===== src/rtl/multicycle_control_if.sv =====
// -----------------------------------------------------------------------------
// multicycle_control_if
// Bundle between the multicycle datapath and its control FSM.
//   Opcode    [5:0]  instruction[31:26] from the instruction register
//   Zero             ALU zero flag, only used while in BRANCH
//   PCEn             PC write enable
//   PCSrc     [1:0]  00 ALU result, 01 ALUOut, 10 jump address
//   IorD             memory address select (0 PC, 1 ALUOut)
//   MemRead/MemWrite/IRWrite/RegWrite  memory, IR and register-file strobes
//   RegDst           0 rt, 1 rd
//   MemtoReg         0 ALUOut, 1 MDR
//   ALUSrcA          0 PC, 1 A
//   ALUSrcB   [1:0]  00 B, 01 const 4, 10 SignImm, 11 SignImm<<2
//   ALUOp     [2:0]  000 ADD, 001 SUB, 010 OR, 011 LUI, 111 R-type
//   State     [3:0]  current FSM state code (debug)
//   IllegalOp        sticky unsupported-opcode flag
// slave modport: the controller; master modport: the datapath side.
// -----------------------------------------------------------------------------
interface multicycle_control_if;
    logic [5:0] Opcode;
    logic       Zero;
    logic       PCEn;
    logic [1:0] PCSrc;
    logic       IorD;
    logic       MemRead;
    logic       MemWrite;
    logic       IRWrite;
    logic       RegWrite;
    logic       RegDst;
    logic       MemtoReg;
    logic       ALUSrcA;
    logic [1:0] ALUSrcB;
    logic [2:0] ALUOp;
    logic [3:0] State;
    logic       IllegalOp;

    modport slave (
        input  Opcode, Zero,
        output PCEn, PCSrc, IorD, MemRead, MemWrite, IRWrite, RegWrite,
               RegDst, MemtoReg, ALUSrcA, ALUSrcB, ALUOp, State, IllegalOp
    );

    modport master (
        output Opcode, Zero,
        input  PCEn, PCSrc, IorD, MemRead, MemWrite, IRWrite, RegWrite,
               RegDst, MemtoReg, ALUSrcA, ALUSrcB, ALUOp, State, IllegalOp
    );
endinterface


===== src/rtl/multicycle_control.sv =====
// -----------------------------------------------------------------------------
// multicycle_control
// Moore control FSM for a MIPS-style multicycle datapath (lw, sw, R-type,
// addi/ori/lui, beq, j). Outputs decode from the state register and the
// opcode latched when leaving DECODE; only PCEn in BRANCH looks at Zero
// combinationally.
// Ports:
//   clk    rising-edge clock
//   reset  asynchronous, active-high reset
//   bus    multicycle_control_if.slave (opcode/zero in, control strobes out)
// -----------------------------------------------------------------------------
module multicycle_control (
    input  logic                   clk,
    input  logic                   reset,
    multicycle_control_if.slave    bus
);
    typedef enum logic [3:0] {
        S_FETCH  = 4'd0,  S_DECODE = 4'd1,  S_MEMADR = 4'd2,  S_MEMRD = 4'd3,
        S_MEMWB  = 4'd4,  S_MEMWR  = 4'd5,  S_REXE   = 4'd6,  S_RWB   = 4'd7,
        S_IEXE   = 4'd8,  S_IWB    = 4'd9,  S_BRANCH = 4'd10, S_JUMP  = 4'd11
    } state_t;

    localparam logic [5:0] OP_RTYPE = 6'b000000;
    localparam logic [5:0] OP_LW    = 6'b100011;
    localparam logic [5:0] OP_SW    = 6'b101011;
    localparam logic [5:0] OP_ADDI  = 6'b001000;
    localparam logic [5:0] OP_ORI   = 6'b001101;
    localparam logic [5:0] OP_LUI   = 6'b001111;
    localparam logic [5:0] OP_BEQ   = 6'b000100;
    localparam logic [5:0] OP_J     = 6'b000010;

    state_t     r_state;
    state_t     w_next_state;
    logic [5:0] r_opreg;
    logic       r_illegal;

    logic       w_pcen, w_iord, w_memread, w_memwrite, w_irwrite;
    logic       w_regwrite, w_regdst, w_memtoreg, w_alusrca;
    logic [1:0] w_pcsrc, w_alusrcb;
    logic [2:0] w_aluop;

    // True for every opcode the controller knows how to sequence.
    function automatic logic op_supported(input logic [5:0] op);
        logic ok;
        case (op)
            OP_RTYPE, OP_LW, OP_SW, OP_ADDI,
            OP_ORI, OP_LUI, OP_BEQ, OP_J:    ok = 1'b1;
            default:                         ok = 1'b0;
        endcase
        return ok;
    endfunction

    // State register, opcode latch and sticky illegal-opcode flag.
    always_ff @(posedge clk or posedge reset) begin
        if (reset) begin
            r_state   <= S_FETCH;
            r_opreg   <= 6'd0;
            r_illegal <= 1'b0;
        end else begin
            r_state <= w_next_state;
            // Opcode is only trusted on the edge leaving DECODE; later
            // states work from the latched copy.
            if (r_state == S_DECODE) begin
                r_opreg <= bus.Opcode;
                if (!op_supported(bus.Opcode)) begin
                    r_illegal <= 1'b1;
                end
            end
        end
    end

    // Next-state decode.
    always_comb begin
        w_next_state = S_FETCH;
        case (r_state)
            S_FETCH:  w_next_state = S_DECODE;
            S_DECODE: begin
                case (bus.Opcode)
                    OP_RTYPE:                w_next_state = S_REXE;
                    OP_LW, OP_SW:            w_next_state = S_MEMADR;
                    OP_ADDI, OP_ORI, OP_LUI: w_next_state = S_IEXE;
                    OP_BEQ:                  w_next_state = S_BRANCH;
                    OP_J:                    w_next_state = S_JUMP;
                    default:                 w_next_state = S_FETCH;
                endcase
            end
            S_MEMADR: w_next_state = (r_opreg == OP_LW) ? S_MEMRD : S_MEMWR;
            S_MEMRD:  w_next_state = S_MEMWB;
            S_REXE:   w_next_state = S_RWB;
            S_IEXE:   w_next_state = S_IWB;
            default:  w_next_state = S_FETCH;   // completions and codes 12-15
        endcase
    end

    // Moore output decode; codes 12-15 fall to the all-zero default.
    always_comb begin
        w_pcen = 1'b0;  w_pcsrc = 2'b00;  w_iord = 1'b0;
        w_memread = 1'b0;  w_memwrite = 1'b0;  w_irwrite = 1'b0;
        w_regwrite = 1'b0; w_regdst = 1'b0;    w_memtoreg = 1'b0;
        w_alusrca = 1'b0;  w_alusrcb = 2'b00;  w_aluop = 3'b000;
        case (r_state)
            S_FETCH: begin
                w_memread = 1'b1; w_irwrite = 1'b1; w_alusrcb = 2'b01; w_pcen = 1'b1;
            end
            S_DECODE: w_alusrcb = 2'b11;   // precompute branch target
            S_MEMADR: begin
                w_alusrca = 1'b1; w_alusrcb = 2'b10;
            end
            S_MEMRD: begin
                w_iord = 1'b1; w_memread = 1'b1;
            end
            S_MEMWB: begin
                w_memtoreg = 1'b1; w_regwrite = 1'b1;
            end
            S_MEMWR: begin
                w_iord = 1'b1; w_memwrite = 1'b1;
            end
            S_REXE: begin
                w_alusrca = 1'b1; w_aluop = 3'b111;
            end
            S_RWB: begin
                w_regdst = 1'b1; w_regwrite = 1'b1;
            end
            S_IEXE: begin
                w_alusrca = 1'b1; w_alusrcb = 2'b10;
                case (r_opreg)
                    OP_ORI:  w_aluop = 3'b010;
                    OP_LUI:  w_aluop = 3'b011;
                    default: w_aluop = 3'b000;
                endcase
            end
            S_IWB:    w_regwrite = 1'b1;
            S_BRANCH: begin
                w_alusrca = 1'b1; w_aluop = 3'b001; w_pcsrc = 2'b01;
                w_pcen = bus.Zero;   // the one Mealy term
            end
            S_JUMP: begin
                w_pcsrc = 2'b10; w_pcen = 1'b1;
            end
            default: w_pcen = 1'b0;
        endcase
    end

    // While reset is held the FETCH decode is shown but nothing is strobed.
    assign bus.PCEn      = w_pcen    & ~reset;
    assign bus.MemRead   = w_memread & ~reset;
    assign bus.IRWrite   = w_irwrite & ~reset;
    assign bus.PCSrc     = w_pcsrc;
    assign bus.IorD      = w_iord;
    assign bus.MemWrite  = w_memwrite;
    assign bus.RegWrite  = w_regwrite;
    assign bus.RegDst    = w_regdst;
    assign bus.MemtoReg  = w_memtoreg;
    assign bus.ALUSrcA   = w_alusrca;
    assign bus.ALUSrcB   = w_alusrcb;
    assign bus.ALUOp     = w_aluop;
    assign bus.State     = r_state;
    assign bus.IllegalOp = r_illegal;
endmodule


===== src/flat_wrapper.sv =====
// flat-port wrapper written by rule: the top's interface ports become plain ports
module multicycle_control_flat 
  (clk, reset, bus_Opcode, bus_Zero, bus_PCEn, bus_PCSrc, bus_IorD, bus_MemRead, bus_MemWrite, bus_IRWrite, bus_RegWrite, bus_RegDst, bus_MemtoReg, bus_ALUSrcA, bus_ALUSrcB, bus_ALUOp, bus_State, bus_IllegalOp);
  multicycle_control_if bus_i ();
  input  logic clk;
  input  logic reset;
  input wire logic [$bits(bus_i.Opcode)-1:0] bus_Opcode;
  input wire logic [$bits(bus_i.Zero)-1:0] bus_Zero;
  output wire logic [$bits(bus_i.PCEn)-1:0] bus_PCEn;
  output wire logic [$bits(bus_i.PCSrc)-1:0] bus_PCSrc;
  output wire logic [$bits(bus_i.IorD)-1:0] bus_IorD;
  output wire logic [$bits(bus_i.MemRead)-1:0] bus_MemRead;
  output wire logic [$bits(bus_i.MemWrite)-1:0] bus_MemWrite;
  output wire logic [$bits(bus_i.IRWrite)-1:0] bus_IRWrite;
  output wire logic [$bits(bus_i.RegWrite)-1:0] bus_RegWrite;
  output wire logic [$bits(bus_i.RegDst)-1:0] bus_RegDst;
  output wire logic [$bits(bus_i.MemtoReg)-1:0] bus_MemtoReg;
  output wire logic [$bits(bus_i.ALUSrcA)-1:0] bus_ALUSrcA;
  output wire logic [$bits(bus_i.ALUSrcB)-1:0] bus_ALUSrcB;
  output wire logic [$bits(bus_i.ALUOp)-1:0] bus_ALUOp;
  output wire logic [$bits(bus_i.State)-1:0] bus_State;
  output wire logic [$bits(bus_i.IllegalOp)-1:0] bus_IllegalOp;
  assign bus_i.Opcode = bus_Opcode;
  assign bus_i.Zero = bus_Zero;
  assign bus_PCEn = bus_i.PCEn;
  assign bus_PCSrc = bus_i.PCSrc;
  assign bus_IorD = bus_i.IorD;
  assign bus_MemRead = bus_i.MemRead;
  assign bus_MemWrite = bus_i.MemWrite;
  assign bus_IRWrite = bus_i.IRWrite;
  assign bus_RegWrite = bus_i.RegWrite;
  assign bus_RegDst = bus_i.RegDst;
  assign bus_MemtoReg = bus_i.MemtoReg;
  assign bus_ALUSrcA = bus_i.ALUSrcA;
  assign bus_ALUSrcB = bus_i.ALUSrcB;
  assign bus_ALUOp = bus_i.ALUOp;
  assign bus_State = bus_i.State;
  assign bus_IllegalOp = bus_i.IllegalOp;
  multicycle_control u_core (.clk(clk), .reset(reset), .bus(bus_i));
endmodule

===== config.mk =====
export PLATFORM = sky130hd
export DESIGN_NAME = multicycle_control_flat
export DESIGN_NICKNAME = d
export VERILOG_FILES = /design/src/rtl/multicycle_control_if.sv /design/src/rtl/multicycle_control.sv /design/src/flat_wrapper.sv
export SDC_FILE = /design/constraint.sdc
export NUM_CORES = 1
export LEC_CHECK = 0
export CAP_MARGIN = 20
export CELL_PAD_IN_SITES_DETAIL_PLACEMENT = 1
export CELL_PAD_IN_SITES_GLOBAL_PLACEMENT = 1
export CORE_AREA = 5 5 62 64
export DETAILED_ROUTE_END_ITERATION = 8
export DIE_AREA = 0 0 67 69
export HOLD_SLACK_MARGIN = 0.05
export PLACE_DENSITY_LB_ADDON = 0.1
export SETUP_SLACK_MARGIN = 0.3
export SLEW_MARGIN = 20
export SYNTH_ARGS = -nofsm -noshare
export SYNTH_HDL_FRONTEND = slang
export SYNTH_SLANG_ARGS = --single-unit

===== constraint.sdc =====
create_clock -name clk -period 1.5 [get_ports clk]
set_input_delay 0.375 -clock clk [delete_from_list [all_inputs] [get_ports clk]]
set_output_delay 0.375 -clock clk [all_outputs]
set_load 0.02 [all_outputs]

==> flow_metrics.py <==
metrics = {
    "die": {
        "die-area_mm2": 0.00462,
        "core-area_mm2": 0.00323,
        "pin_count": 30,
        "dieWidth_um": 67,
        "fp.dieH_um": 69,
        "num_rows": 21,
        "initial_core_util_pct": 27.5,
    },
    "setup_path": {
        "path_class": "reg2out",
        "critPathMaxStageDelay_ns": 0.51,
        "worst_r2r_endpoint": "u_core.r_opreg[4]",
        "crit_required_ns": 1.12,
        "path_cells": "nand4b_4, or4b_4, a21oi_4, buf_6",
        "end_kind": "output port",
        "r2r_start": "u_core.bus.State[1]",
        "crit_arrival_ns": 1.61,
        "path_max_fanout": 2,
        "reg2regPathDepth": 6,
        "rrSetupSlack_ns": -0.09,
        "cp_slowest_cell": "or4b_4",
        "cp-start-kind": "flip-flop",
    },
    "power": {
        "peakVddDrop_mv": 0.563,
        "power_density_mw_per_mm2": 1200,
        "leakagePower_nw": 0.841,
    },
    "timing": {
        "postLayoutSetupSlackWorst_ns": -0.489,
        "setup_tns_ns": -6.28,
        "hold_viol": 0,
        "worst_pin_slew_ns": 0.451,
        "skew_ns": 0.00547,
        "fmax_ghz": 0.503,
        "rsz0062_at_grt": "yes",
        "fin_crit_sh_pct": 133,
        "setup_viol": 28,
        "period_needed_ns": 1.99,
        "slew_violations": 0,
        "relSlewSlack_pct": 69.9,
    },
    "clock_tree": {
        "clock_latency_ns": 0.27,
        "ctsHtreeMaxLevel": 1,
        "cts_buffers": 3,
        "cts_tree": "done",
        "clk_pin_slew_ns": 0.06,
        "hold_buffers": 0,
        "clk_path_buf_depth": 2,
        "cts_sinks": 11,
        "cts_root_buf": "clkbuf_4",
    },
    "routing": {
        "drt_pass1_iterations": 4,
        "wl_met1_um": 1360,
        "post_drt_wl_per_cell_um": 15.5,
        "via_per_inst": 4.75,
        "wl_met3_um": 173,
        "topRoutingLayerUsed": "met4",
        "drcViolationCount": 0,
        "vias": 1055,
        "drtIter0Drc": 22,
        "ant_nets": 0,
        "wirelength_um": 3430,
        "met2WireLength_um": 1860,
    },
    "worst_hold_path": {
        "hold_end": "u_core.r_opreg[0]",
        "min_from": "bus_Opcode[0]",
        "hold_path.class": "in2reg",
        "hold_path_depth": 2,
    },
    "placed_design": {
        "portBuffers": 29,
        "dpl.hpwl_um": 2470,
        "place_area_mm2": 0.00169,
        "gp_congestion": 0.760,
    },
    "grt": {
        "grt_overflow": 0,
        "grt_pass1_wl_um": 5560,
        "grtUsageTotal_pct": 15.5,
        "first_global_vias": 1123,
        "grt_max_degree": 15,
        "antenna_found_initial": 0,
    },
    "yosys": {
        "async_flop_share_pct": 100,
        "yosys_warnings": 0,
        "yosys.area.top_type": "dfrtp_1",
        "synth_cell_types": 40,
        "synth-seq-cells": 11,
        "synth_fp_nets": 107,
        "synth_area_leaders": "dfrtp_1 31%, mux2_2 7.6%, nor2_1 3.8%",
        "syn_avg_cell_area_um2": 9.06,
        "syn_inst": 98,
        "ys.flop_type": "dfrtp_1",
        "synth_area_um2": 888,
        "synth_top_area_share_pct": 31.0,
        "synth-edff-count": 0,
        "seq_area_frac_synth_pct": 31.0,
    },
    "flow_run": {
        "maxCapViolCount": 0,
    },
    "outcome": {
        "violations": "negative setup slack",
        "status": "finished, violations left",
    },
    "layout": {
        "fin_area_mm2": 0.00194,
        "final_layout_size_suffix_gt1_share_pct": 72.7,
        "nNetsFinal": 186,
        "antenna-diode-count": 0,
        "area_delta_synth_final_pct": 119,
        "utilization_pct": 60.1,
    },
}
[registers in the layout, indices dropped and copies added, names as in the netlist]
| signal | cells |
|---|---|
| u_core.r_opreg | 6 |
| u_core.bus.State | 4 |
| u_core.bus.IllegalOp | 1 |
[through the flow]
step | std cells | setup WS (ns) | hold slack, ns | power, mW
floorplan | 98 | -0.227 | 0.227 | 1.30
global placement | 207 | -0.644 | 0.574 | 1.87
detailed placement | 207 | -0.675 | 0.586 | 1.91
CTS | 218 | -0.501 | 0.610 | 2.28
global route | 222 | -0.562 | 0.488 | 2.47
finish | 222 | -0.489 | 0.481 | 2.33
[power by group]
part / total [mW] / internal (mW) / switching [mW]
sequential: 0.519 / 0.405 / 0.114
combinational: 1.61 / 0.914 / 0.694
clock: 0.203 / 0.103 / 0.100
[per-layer routing]
metal | vias up | GRT usage, %
met4 | 0 | 5.18
met3 | 4 | 2.11
li1 | 515 | -
met2 | 24 | 28.1
met5 | - | 0
met1 | 512 | 18.1
[cell usage after synthesis, types with 2 or more instances]
cell type  instances
dfrtp_1           11
nor2_1             9
mux2_2             6
nor3_1             6
a21oi_1            5
inv_1              5
nor2b_1            4
and2_1             3
buf_2              3
nand2_1            3
nand2b_1           3
nor3b_1            3
or4_1              3
and3_1             2
buf_6              2
o21ai_0            2
o22ai_1            2
o31a_1             2
or2_2              2
xor2_1             2
[kinds of logic after synthesis]
logic type,count (synthesis),share of synthesized area (%)
compound gates,21,17.2
xor+xnor,3,2.96
buf+inv,12,7.61
flops,11,31.0
mux,7,8.73
simple gates,44,32.5
[what timing repair did]
action / 4_1_cts / 5_1_grt
resized for setup: 129 / 12
setup endpoints to repair: 32 / 32
setup buffers: 6 / 4
cloned: 1 / 0
pin swaps: 3 / 1
[critical path: cells and delay by family (launching register included)]
family	cells	cell delay, ns
and+or+nand+nor	2	0.68
DFF	1	0.41
AOI/OAI and AO/OA	1	0.13
buffers and inverters	1	0.13
[final cells by class]
class | instances | area [µm²]
flip-flops and latches | 11 | 280
multi-input cells | 75 | 823
fillers | 359 | 1290
inverters | 5 | 18.8
clock buffers | 4 | 26.3
well taps | 46 | 57.6
repair buffers | 81 | 736
[cell usage in the layout (no fill, tap or decap), drive strengths merged, types with 2 or more instances in the layout]
master | netlist | routed
buf | 6 | 68
dfrtp | 11 | 11
nor2 | 9 | 9
nor3 | 7 | 7
mux2 | 6 | 6
dlygate4sd2 | 0 | 5
clkdlybuf4s15 | 0 | 5
inv | 5 | 5
clkbuf | 1 | 5
a21oi | 5 | 5
nand2b | 4 | 4
nor2b | 4 | 4
or4 | 3 | 3
nor3b | 3 | 3
and2 | 3 | 3
nand2 | 3 | 3
o21ai | 2 | 2
o31a | 2 | 2
xor2 | 2 | 2
clkdlybuf4s50 | 0 | 2
nand4b | 2 | 2
and3 | 2 | 2
or2 | 2 | 2
o22ai | 2 | 2
[worst max-delay path by stage]
| stage | from | to | slack [ns] | cells past startpoint |
|---|---|---|---|---|
| detailed placement | u_core.bus.State[2] | bus_ALUOp[0] | -0.67 | 4 |
| CTS | u_core.bus.State[2] | bus_ALUOp[0] | -0.50 | 4 |
| global route | u_core.bus.State[2] | bus_ALUOp[0] | -0.56 | 4 |
| floorplan | u_core.bus.State[2] | bus_ALUOp[0] | -0.23 | 3 |
| finish | u_core.bus.State[2] | bus_ALUOp[0] | -0.49 | 4 |
| global placement | bus_Zero | bus_PCEn | -0.64 | 5 |
No activity file was read; power rests on OpenSTA's default activity.
